$ cat src/rtl/fsm_sched_pkg.sv
// Shared definitions for the burst scheduler.
//   - state_e : scheduler states (IDLE, DRST, STREAM, DRAIN, FIN)
//   - NREQ    : number of requesters sharing the datapath
//   - SYM_W   : width of one datapath symbol
//   - idx2onehot : requester index -> one-hot grant vector
package fsm_sched_pkg;

    localparam int NREQ  = 2;
    localparam int SYM_W = 2;

    typedef enum logic [2:0] {
        IDLE   = 3'd0,
        DRST   = 3'd1,
        STREAM = 3'd2,
        DRAIN  = 3'd3,
        FIN    = 3'd4
    } state_e;

    function automatic logic [NREQ-1:0] idx2onehot(input logic idx);
        return idx ? 2'b10 : 2'b01;
    endfunction

endpackage

$ cat src/rtl/fsm_burst_sched_rr_arb2.sv
// Two-way round-robin arbiter used by fsm_burst_sched.
// Ports:
//   clk, rst    : clock, synchronous active-high reset (pointer -> 0)
//   req_i[1:0]  : request vector
//   update_i    : commit the current grant; pointer moves to the other index
//   grant_o[1:0]: combinational one-hot grant, 0 when no request
module rr_arb2
    import fsm_sched_pkg::*;
(
    input  logic            clk,
    input  logic            rst,
    input  logic [NREQ-1:0] req_i,
    input  logic            update_i,
    output logic [NREQ-1:0] grant_o
);

    logic ptr_q;
    logic ptr_d;
    logic win_idx;

    always_comb begin
        // The pointer index wins whenever it is requesting; otherwise the other one.
        win_idx = req_i[ptr_q] ? ptr_q : ~ptr_q;
        grant_o = (|req_i) ? idx2onehot(win_idx) : '0;
        ptr_d   = ptr_q;
        if (update_i && (|req_i)) begin
            ptr_d = ~win_idx;
        end
    end

    always_ff @(posedge clk) begin
        if (rst) begin
            ptr_q <= 1'b0;
        end else begin
            ptr_q <= ptr_d;
        end
    end

endmodule

$ cat src/rtl/fsm_burst_sched.sv
// Burst scheduler sharing one 2-bit-in / 1-bit-out sequential datapath
// between two requesters. Each burst: reset the datapath for RST_CYC cycles,
// stream the owner's symbols one per clock, count 1s on dut_y, report
// ones_cnt/err with a one-cycle done pulse.
// Optional feature macro: FSM_BURST_SCHED_TRACE_EN adds y_trace[15:0], the
// last 16 captured dut_y samples (newest in bit 0), cleared at grant.
// Ports:
//   clk, rst        : clock, synchronous active-high reset
//   req[1:0]        : per-requester burst request (held until done)
//   sym_data[3:0]   : [1:0] requester 0 symbol, [3:2] requester 1 symbol
//   sym_valid[1:0]  : per-requester symbol valid
//   sym_last[1:0]   : per-requester last flag, qualified by valid
//   sym_ready[1:0]  : accept, only the owner's bit during STREAM
//   grant[1:0]      : one-hot owner, 0 when idle
//   dut_rstn        : datapath reset, active-low
//   dut_x[1:0]      : datapath input
//   dut_y           : datapath output
//   done[1:0]       : one-cycle pulse to the owner at burst end
//   ones_cnt[CW-1:0]: number of 1s seen on dut_y during the burst
//   err             : burst aborted (bubble or MAX_LEN without last)
module fsm_burst_sched
    import fsm_sched_pkg::*;
#(
    parameter int MAX_LEN = 64,
    parameter int RST_CYC = 2,
    parameter int DUT_LAT = 1,
    parameter int CW      = $clog2(MAX_LEN + 1)
) (
    input  logic                  clk,
    input  logic                  rst,
    input  logic [NREQ-1:0]       req,
    input  logic [NREQ*SYM_W-1:0] sym_data,
    input  logic [NREQ-1:0]       sym_valid,
    input  logic [NREQ-1:0]       sym_last,
    output logic [NREQ-1:0]       sym_ready,
    output logic [NREQ-1:0]       grant,
    output logic                  dut_rstn,
    output logic [SYM_W-1:0]      dut_x,
    input  logic                  dut_y,
    output logic [NREQ-1:0]       done,
    output logic [CW-1:0]         ones_cnt,
    output logic                  err
`ifdef FSM_BURST_SCHED_TRACE_EN
    ,
    output logic [15:0]           y_trace
`endif
);

    localparam int RCW = (RST_CYC > 1) ? $clog2(RST_CYC) : 1;
    // Bit of the tag pipeline whose value is leaving this cycle.
    localparam logic [DUT_LAT-1:0] TAG_EXIT = DUT_LAT'(1) << (DUT_LAT - 1);

    state_e              state_q;
    logic                owner_q;
    logic [NREQ-1:0]     grant_q;
    logic [NREQ-1:0]     sym_ready_q;
    logic [NREQ-1:0]     done_q;
    logic                err_q;
    logic [CW-1:0]       ones_q;
    logic [CW-1:0]       scnt_q;
    logic [RCW-1:0]      rcnt_q;
    logic [SYM_W-1:0]    dut_x_q;
    logic                dut_rstn_q;
    logic [DUT_LAT-1:0]  tag_q;
`ifdef FSM_BURST_SCHED_TRACE_EN
    logic [15:0]         trace_q;
`endif

    logic [NREQ-1:0]     arb_grant;
    logic                arb_update;
    logic [SYM_W-1:0]    owner_sym;
    logic                owner_valid;
    logic                owner_last;
    logic                accept;
    logic                hit_max;
    logic                smp;

    rr_arb2 u_arb (
        .clk      (clk),
        .rst      (rst),
        .req_i    (req),
        .update_i (arb_update),
        .grant_o  (arb_grant)
    );

    always_comb begin
        arb_update  = (state_q == IDLE);
        owner_sym   = owner_q ? sym_data[3:2] : sym_data[1:0];
        owner_valid = sym_valid[owner_q];
        owner_last  = sym_last[owner_q];
        accept      = (state_q == STREAM) && owner_valid;
        // This accept would be symbol number MAX_LEN.
        hit_max     = (scnt_q == CW'(MAX_LEN - 1));
        smp         = tag_q[DUT_LAT-1];
    end

    always_ff @(posedge clk) begin
        if (rst) begin
            state_q     <= IDLE;
            owner_q     <= 1'b0;
            grant_q     <= '0;
            sym_ready_q <= '0;
            done_q      <= '0;
            err_q       <= 1'b0;
            ones_q      <= '0;
            scnt_q      <= '0;
            rcnt_q      <= '0;
            dut_x_q     <= '0;
            dut_rstn_q  <= 1'b0;
            tag_q       <= '0;
`ifdef FSM_BURST_SCHED_TRACE_EN
            trace_q     <= '0;
`endif
        end else begin
            done_q <= '0;
            // Each driven symbol carries a tag; dut_y is sampled as it exits.
            tag_q  <= (tag_q << 1) | DUT_LAT'(accept);
            if (smp && dut_y && (ones_q != CW'(MAX_LEN))) begin
                ones_q <= ones_q + 1'b1;
            end
`ifdef FSM_BURST_SCHED_TRACE_EN
            if (smp) begin
                trace_q <= {trace_q[14:0], dut_y};
            end
`endif
            unique case (state_q)
                IDLE: begin
                    dut_rstn_q <= 1'b1;
                    dut_x_q    <= '0;
                    if (|req) begin
                        grant_q    <= arb_grant;
                        owner_q    <= arb_grant[1];
                        ones_q     <= '0;
                        err_q      <= 1'b0;
                        scnt_q     <= '0;
                        rcnt_q     <= '0;
                        dut_rstn_q <= 1'b0;
`ifdef FSM_BURST_SCHED_TRACE_EN
                        trace_q    <= '0;
`endif
                        state_q    <= DRST;
                    end
                end
                DRST: begin
                    if (rcnt_q == RCW'(RST_CYC - 1)) begin
                        dut_rstn_q  <= 1'b1;
                        sym_ready_q <= grant_q;
                        state_q     <= STREAM;
                    end else begin
                        rcnt_q <= rcnt_q + 1'b1;
                    end
                end
                STREAM: begin
                    if (owner_valid) begin
                        dut_x_q <= owner_sym;
                        scnt_q  <= scnt_q + 1'b1;
                        if (owner_last || hit_max) begin
                            sym_ready_q <= '0;
                            state_q     <= DRAIN;
                            if (!owner_last) begin
                                err_q <= 1'b1;
                            end
                        end
                    end else begin
                        // The datapath cannot be paused, so a gap ends the burst.
                        err_q       <= 1'b1;
                        sym_ready_q <= '0;
                        state_q     <= DRAIN;
                    end
                end
                DRAIN: begin
                    // Leave once only the exiting tag (if any) remains in flight.
                    if ((tag_q & ~TAG_EXIT) == '0) begin
                        done_q  <= grant_q;
                        state_q <= FIN;
                    end
                end
                FIN: begin
                    grant_q <= '0;
                    dut_x_q <= '0;
                    state_q <= IDLE;
                end
                default: begin
                    state_q <= IDLE;
                end
            endcase
        end
    end

    assign sym_ready = sym_ready_q;
    assign grant     = grant_q;
    assign dut_rstn  = dut_rstn_q;
    assign dut_x     = dut_x_q;
    assign done      = done_q;
    assign ones_cnt  = ones_q;
    assign err       = err_q;
`ifdef FSM_BURST_SCHED_TRACE_EN
    assign y_trace   = trace_q;
`endif

endmodule

$ cat config.mk
export PLATFORM = sky130hd
export DESIGN_NAME = fsm_burst_sched
export DESIGN_NICKNAME = d
export VERILOG_FILES = /design/src/rtl/fsm_sched_pkg.sv /design/src/rtl/fsm_burst_sched_rr_arb2.sv /design/src/rtl/fsm_burst_sched.sv
export SDC_FILE = /design/constraint.sdc
export NUM_CORES = 1
export LEC_CHECK = 0
export CAP_MARGIN = 20
export CORE_MARGIN = 5
export CORE_UTILIZATION = 35
export DETAILED_ROUTE_END_ITERATION = 10
export GPL_ROUTABILITY_DRIVEN = 0
export PLACE_DENSITY = 0.66
export SYNTH_ARGS = -nofsm -noshare
export SYNTH_HDL_FRONTEND = slang
export SYNTH_SLANG_ARGS = --single-unit
$ cat constraint.sdc
create_clock -name clk -period 1.9 [get_ports clk]
set_input_delay 0.285 -clock clk [delete_from_list [all_inputs] [get_ports clk]]
set_output_delay 0.285 -clock clk [all_outputs]
set_load 0.01 [all_outputs]
## After elaboration in Yosys (flattened, before gate mapping)

Cells that the tools add are included.

| word-level totals | value |
|---|---|
| register bits after elaboration | 31 |
| bits in latches | 0 |
| bits in writable memories | 0 |
| ROM bits | 0 |
| input bits | 13 |
| output and inout port bits | 17 |
| word-level logic and storage cells | 93 |
| memories kept | 0 |

| operators by class | value |
|---|---|
| add/sub/neg operators | 3 |
| multipliers | 0 |
| div/mod/pow operators | 0 |
| order comparisons | 2 |
| eq/ne operators | 11 |
| shift-type cells | 0 |
| mux-type cells | 38 |
| bitwise operators | 3 |
| reductions and logical operators | 23 |

Operators with widths:

| kind | count |
|---|---|
| $mux W7 | 5 |
| $add A7 B1 Y7 const B | 2 |
| $mux W1 | 14 |
| $mux W2 | 7 |
| $pmux W7 S2 | 1 |
| $mux W3 | 4 |
| $pmux W2 S2 | 3 |
| $pmux W3 S4 | 1 |
| $reduce_and A2 Y1 | 5 |
| $reduce_bool A2 Y1 | 5 |
| $reduce_and A3 Y1 | 3 |
| $eq A7 B6 Y1 const B | 1 |
| $ne A7 B7 Y1 const B | 1 |
| $eq A3 B2 Y1 const B | 2 |
| $ne A2 B2 Y1 const B | 3 |
| $pmux W1 S2 | 3 |
| $reduce_or A2 Y1 | 3 |
| $logic_and A1 B1 Y1 | 4 |
| $lt A1 B2 Y1 const B | 2 |
| $reduce_and A4 Y1 | 1 |
| $eq A3 B1 Y1 const B | 1 |
| $eq A3 B3 Y1 const B | 1 |
| $logic_not A3 Y1 | 1 |
| $ne A3 B2 Y1 const B | 1 |
| other kinds (4) | 6 |

## Depth between registers and ports, before layout

| logic depth | value |
|---|---|
| depth in word-level cells | 6 |
| depth in mapped cells | 6 |
| mapped depth without buffers | 6 |

## By module

A second synthesis with hierarchy kept.

| unflattened totals | value |
|---|---|
| cell total of the unflattened synthesis | 159 |
| area total of the unflattened synthesis | 1466.4 µm² |

By module, submodules not included:

| module | times used | cells an instance | area an instance (µm²) | seq. area each (µm²) |
|---|---|---|---|---|
| fsm_burst_sched | 1 | 152 | 1401.3 | 600.6 |
| rr_arb2 | 1 | 7 | 65.1 | 20.0 |

## Worst setup path before layout

No wires, ideal clock.

| path | value |
|---|---|
| kind | flip-flop to flip-flop |
| from | register owner_q |
| to | register scnt_q[5] |
| setup time | 0.071 ns |
| arrival time | 1.719 ns |
| data required time | 1.829 ns |
| setup slack | 0.110 ns |
| stages on the path, launching flop included | 6 |
| path buffers | 1 |
| clock period less this slack | 1.790 ns |
| cell sequence | dfxtp_1 -> buf_4 -> mux2i_1 -> a2111o_1 -> or4_1 -> a21oi_1 |

| between the ends | value |
|---|---|
| word-level cells in the longest chain between the ends | 4 |

Ends and longest elaborated chain:

| element | RTL line | RTL |
|---|---|---|
| start, declared | fsm_burst_sched.sv:54 | `logic owner_q;` |
| start signal, assigned | fsm_burst_sched.sv:132 | `owner_q <= arb_grant[1];` |
| $mux W1 (implied by the code) (2 in series) | fsm_burst_sched.sv:89 | `owner_valid = sym_valid[owner_q];` |
| $ne A2 B2 Y1 (no source line) | n/a |  |
| $reduce_and A3 Y1 (no source line) | n/a |  |
| end signal, assigned | fsm_burst_sched.sv:156 | `scnt_q <= scnt_q + 1'b1;` |
| end, declared | fsm_burst_sched.sv:60 | `logic [CW-1:0] scnt_q;` |

No other way between the ends. The select of a mux whose other input is x is not followed.
A chain may end at the register's enable or synchronous reset.

## Final worst setup path

| path | value |
|---|---|
| from | input sym_valid[1] |
| to | register scnt_q[5] |

| between the ends | value |
|---|---|
| word-level cells in the longest chain between the ends | 4 |

Ends and longest elaborated chain:

| element | RTL line | RTL |
|---|---|---|
| start, declared | fsm_burst_sched.sv:33 | `input logic [NREQ-1:0] sym_valid,` |
| $mux W1 (implied by the code) (2 in series) | fsm_burst_sched.sv:89 |  |
| $ne A2 B2 Y1 (no source line) | n/a |  |
| $reduce_and A3 Y1 (no source line) | n/a |  |

No other way between the ends. The select of a mux whose other input is x is not followed.

==> reports/results.ini <==
[route]
topRoutingLayerUsed = met4
wl_met2_mm = 1.420
wire_per_inst_um = 12.01
drcViolationCount = 0
vias = 1313
viasPerCell = 5.031
wl_met3_um = 183
wl_mm = 3.135
drt_first_pass_iters = 4
drt_iter0_drc = 54
wl_met1_mm = 1.470
ant_nets = 0

[global_route]
grt_pass1_wl_mm = 5.423
grt-ovfl-total = 0
antenna_found_initial = 0
grt_usage_pct = 13.12
grt_pass1_vias = 1234
grt_max_degree = 14

[sta]
rsz0062_at_grt = no
skew_ns = 0.001183
finalSetupViolations = 0
worstMarginPinSlew_ns = 0.3970
finalHoldViolCount = 0
post-route-min-period_ns = 1.771
timing.fmax_mhz = 564.7
fin_crit_sh_pct = 93.21
slew_violations = 0
slew_headroom_pct = 73.47
setup_ws_ns = 0.1291

[placement]
dpl.hpwl_mm = 2.392
io_buffers = 29
place_area_um2 = 1872
dp_slack_ns = -0.1612

[synth]
synth_area_per_cell_um2 = 8.667
seq_area_frac_synth_pct = 43.66
yosysWarnings = 0
post_synth_num_cell_types = 37
ys_seq_elements = 31
syn_inst = 164
synth.area.top_cells = dfxtp_1 (44%), nor2_1 (6.1%), a21oi_1 (4.6%), mux2i_1 (3.5%), o21ai_0 (2.8%)
yosysTopAreaCellShare_pct = 43.66
syn_area_um2 = 1421
async_flop_share_pct = 0
synthTopCellsByCount = dfxtp_1 (31), nor2_1 (23), a21oi_1 (13), nand2_1 (10), o21ai_0 (8)
synth_edf_count = 0
syn_nets = 180
yosysMostFrequentCell = dfxtp_1
synth-main-ff-cell = dfxtp_1
yosys.area.top_type = dfxtp_1

[layout]
drive_gt1_share_pct = 15.64
design_area_um2 = 1993
seq_area_um2 = 620.6
nNetsFinal = 226
diodes = 0
fillers = 392
multi_input_area_um2 = 752.0
area_growth_pct = 40.23

[power]
finalPower_w = 0.001549
vdd_drop_max_mv = 0.4374
p_leak_nw = 0.7313
power_density_nw_per_um2 = 777.0

[die]
dieHeight_um = 73.73
die-area_um2 = 5435
io_pins = 30
row_count = 23
die_w_um = 73.73
coreArea_um2 = 3971
start_util_pct = 35.79

[clocking]
hold_buffers = 0
clockRootBuffer = clkbuf_8
cts_buffer_depth = 2
cts_tree = built
path_clk_slew_ns = 0.07
cts_max_level = 2
clkSinkCount = 31
cts_resized = 0
post_cts_buffers = 0
cts_buffers = 5
insertion_delay_ns = 0.28

[worst_setup_path]
path_class = primary input to flip-flop
required_ns = 2.12
endpoint_kind = flip-flop
arrival_ns = 1.99
cp_max_fo = 5
cp-start-kind = primary input

[hold_path]
hold_class = flip-flop to flip-flop

[flow_run]
cap_violations = 0

[status]
outcome = finished, final reports clean

-- report_power, final --
part / switching, W / total [W] / internal [W] / leakage, nW
Sequential: 0.0000174 / 0.000687 / 0.000669 / 0.251
Combinational: 0.0000912 / 0.000188 / 0.0000968 / 0.419
Clock: 0.000250 / 0.000674 / 0.000424 / 0.0612
Total: 0.000359 / 0.00155 / 0.00119 / 0.731
-- per-stage QoR --
| step | util, % | TNS [ns] | instances | hold slack (ns) |
|---|---|---|---|---|
| after floorplan | - | 0 | 164 | 0.4011 |
| after global placement | 47.13 | -0.2897 | 253 | 0.4666 |
| after detailed placement | 47.13 | -0.3807 | 253 | 0.4639 |
| after CTS | 50.09 | 0 | 261 | 0.4790 |
| after global routing | 50.19 | 0 | 261 | 0.5248 |
| final | 50.19 | 0 | 261 | 0.4778 |
-- final cells by class --
cell class | count | area share, %
Clock buffer | 6 | 4.143
Clock inverter | 2 | 1.758
Inverter | 6 | 1.130
Multi-Input combinational cell | 120 | 37.73
Sequential cell | 31 | 31.14
Tap cell | 50 | 3.139
Timing Repair Buffer | 46 | 20.97
-- cell families after synthesis --
family,synth area share [%]
and+or+nand+nor,24.56
AOI/OAI and AO/OA,17.61
DFF,43.66
buffers and inverters,3.697
xor gates and xnor gates,4.313
muxes,3.521
adders and majority gates,2.641
-- worst max-delay path, stage by stage --
cell	delay, ns
clkdlybuf4s50_1	0.45
mux2i_1	0.09
a2111o_1	0.49
or4_1	0.53
a21oi_1	0.15
-- layout by cell type (no fill, tap or decap), drive strengths merged, types with 2 or more instances in the layout --
cell type / synthesis / layout
dfxtp: 31 / 31
o21ai: 8 / 8
nor2: 23 / 23
nand2: 10 / 10
mux2i: 5 / 5
a311oi: 3 / 3
nand3: 6 / 6
ha: 3 / 3
xnor2: 3 / 3
or3b: 2 / 2
and2: 4 / 4
clkbuf: 6 / 6
a211oi: 2 / 2
a21oi: 13 / 13
nor4bb: 2 / 2
nand4: 2 / 2
clkdlybuf4s50: 0 / 29
nor3: 5 / 5
a2111oi: 3 / 3
a31o: 2 / 2
inv: 6 / 6
buf: 1 / 17
xor2: 4 / 4
or3: 3 / 3
and3: 4 / 4
and4: 2 / 2
-- final timing paths --
| check | startpoint | to | slack [ns] | depth (start not counted) |
|---|---|---|---|---|
| min reg2reg | err | err | 0.48 | 1 |
| max reg2reg | scnt_q[0] | scnt_q[4] | 0.15 | 6 |
| min | err | err | 0.48 | 1 |
| max | sym_valid[1] | scnt_q[5] | 0.13 | 5 |
-- registers in the layout, summed over array words and instances, names as in the netlist --
name / flops
done: 2
ones_cnt: 7
u_arb.ptr_q: 1
grant: 2
smp: 1
err: 1
dut_x: 2
state_q: 3
dut_rstn: 1
owner_q: 1
scnt_q: 7
rcnt_q: 1
sym_ready: 2
-- per-layer routing --
layer  GRT usage, %  vias to the layer above
li1               -                      689
met1          15.56                      594
met2          20.87                       24
met3          5.335                        6
met4          5.433                        0
met5              0                        -
Power figures use the tool's default switching activity.
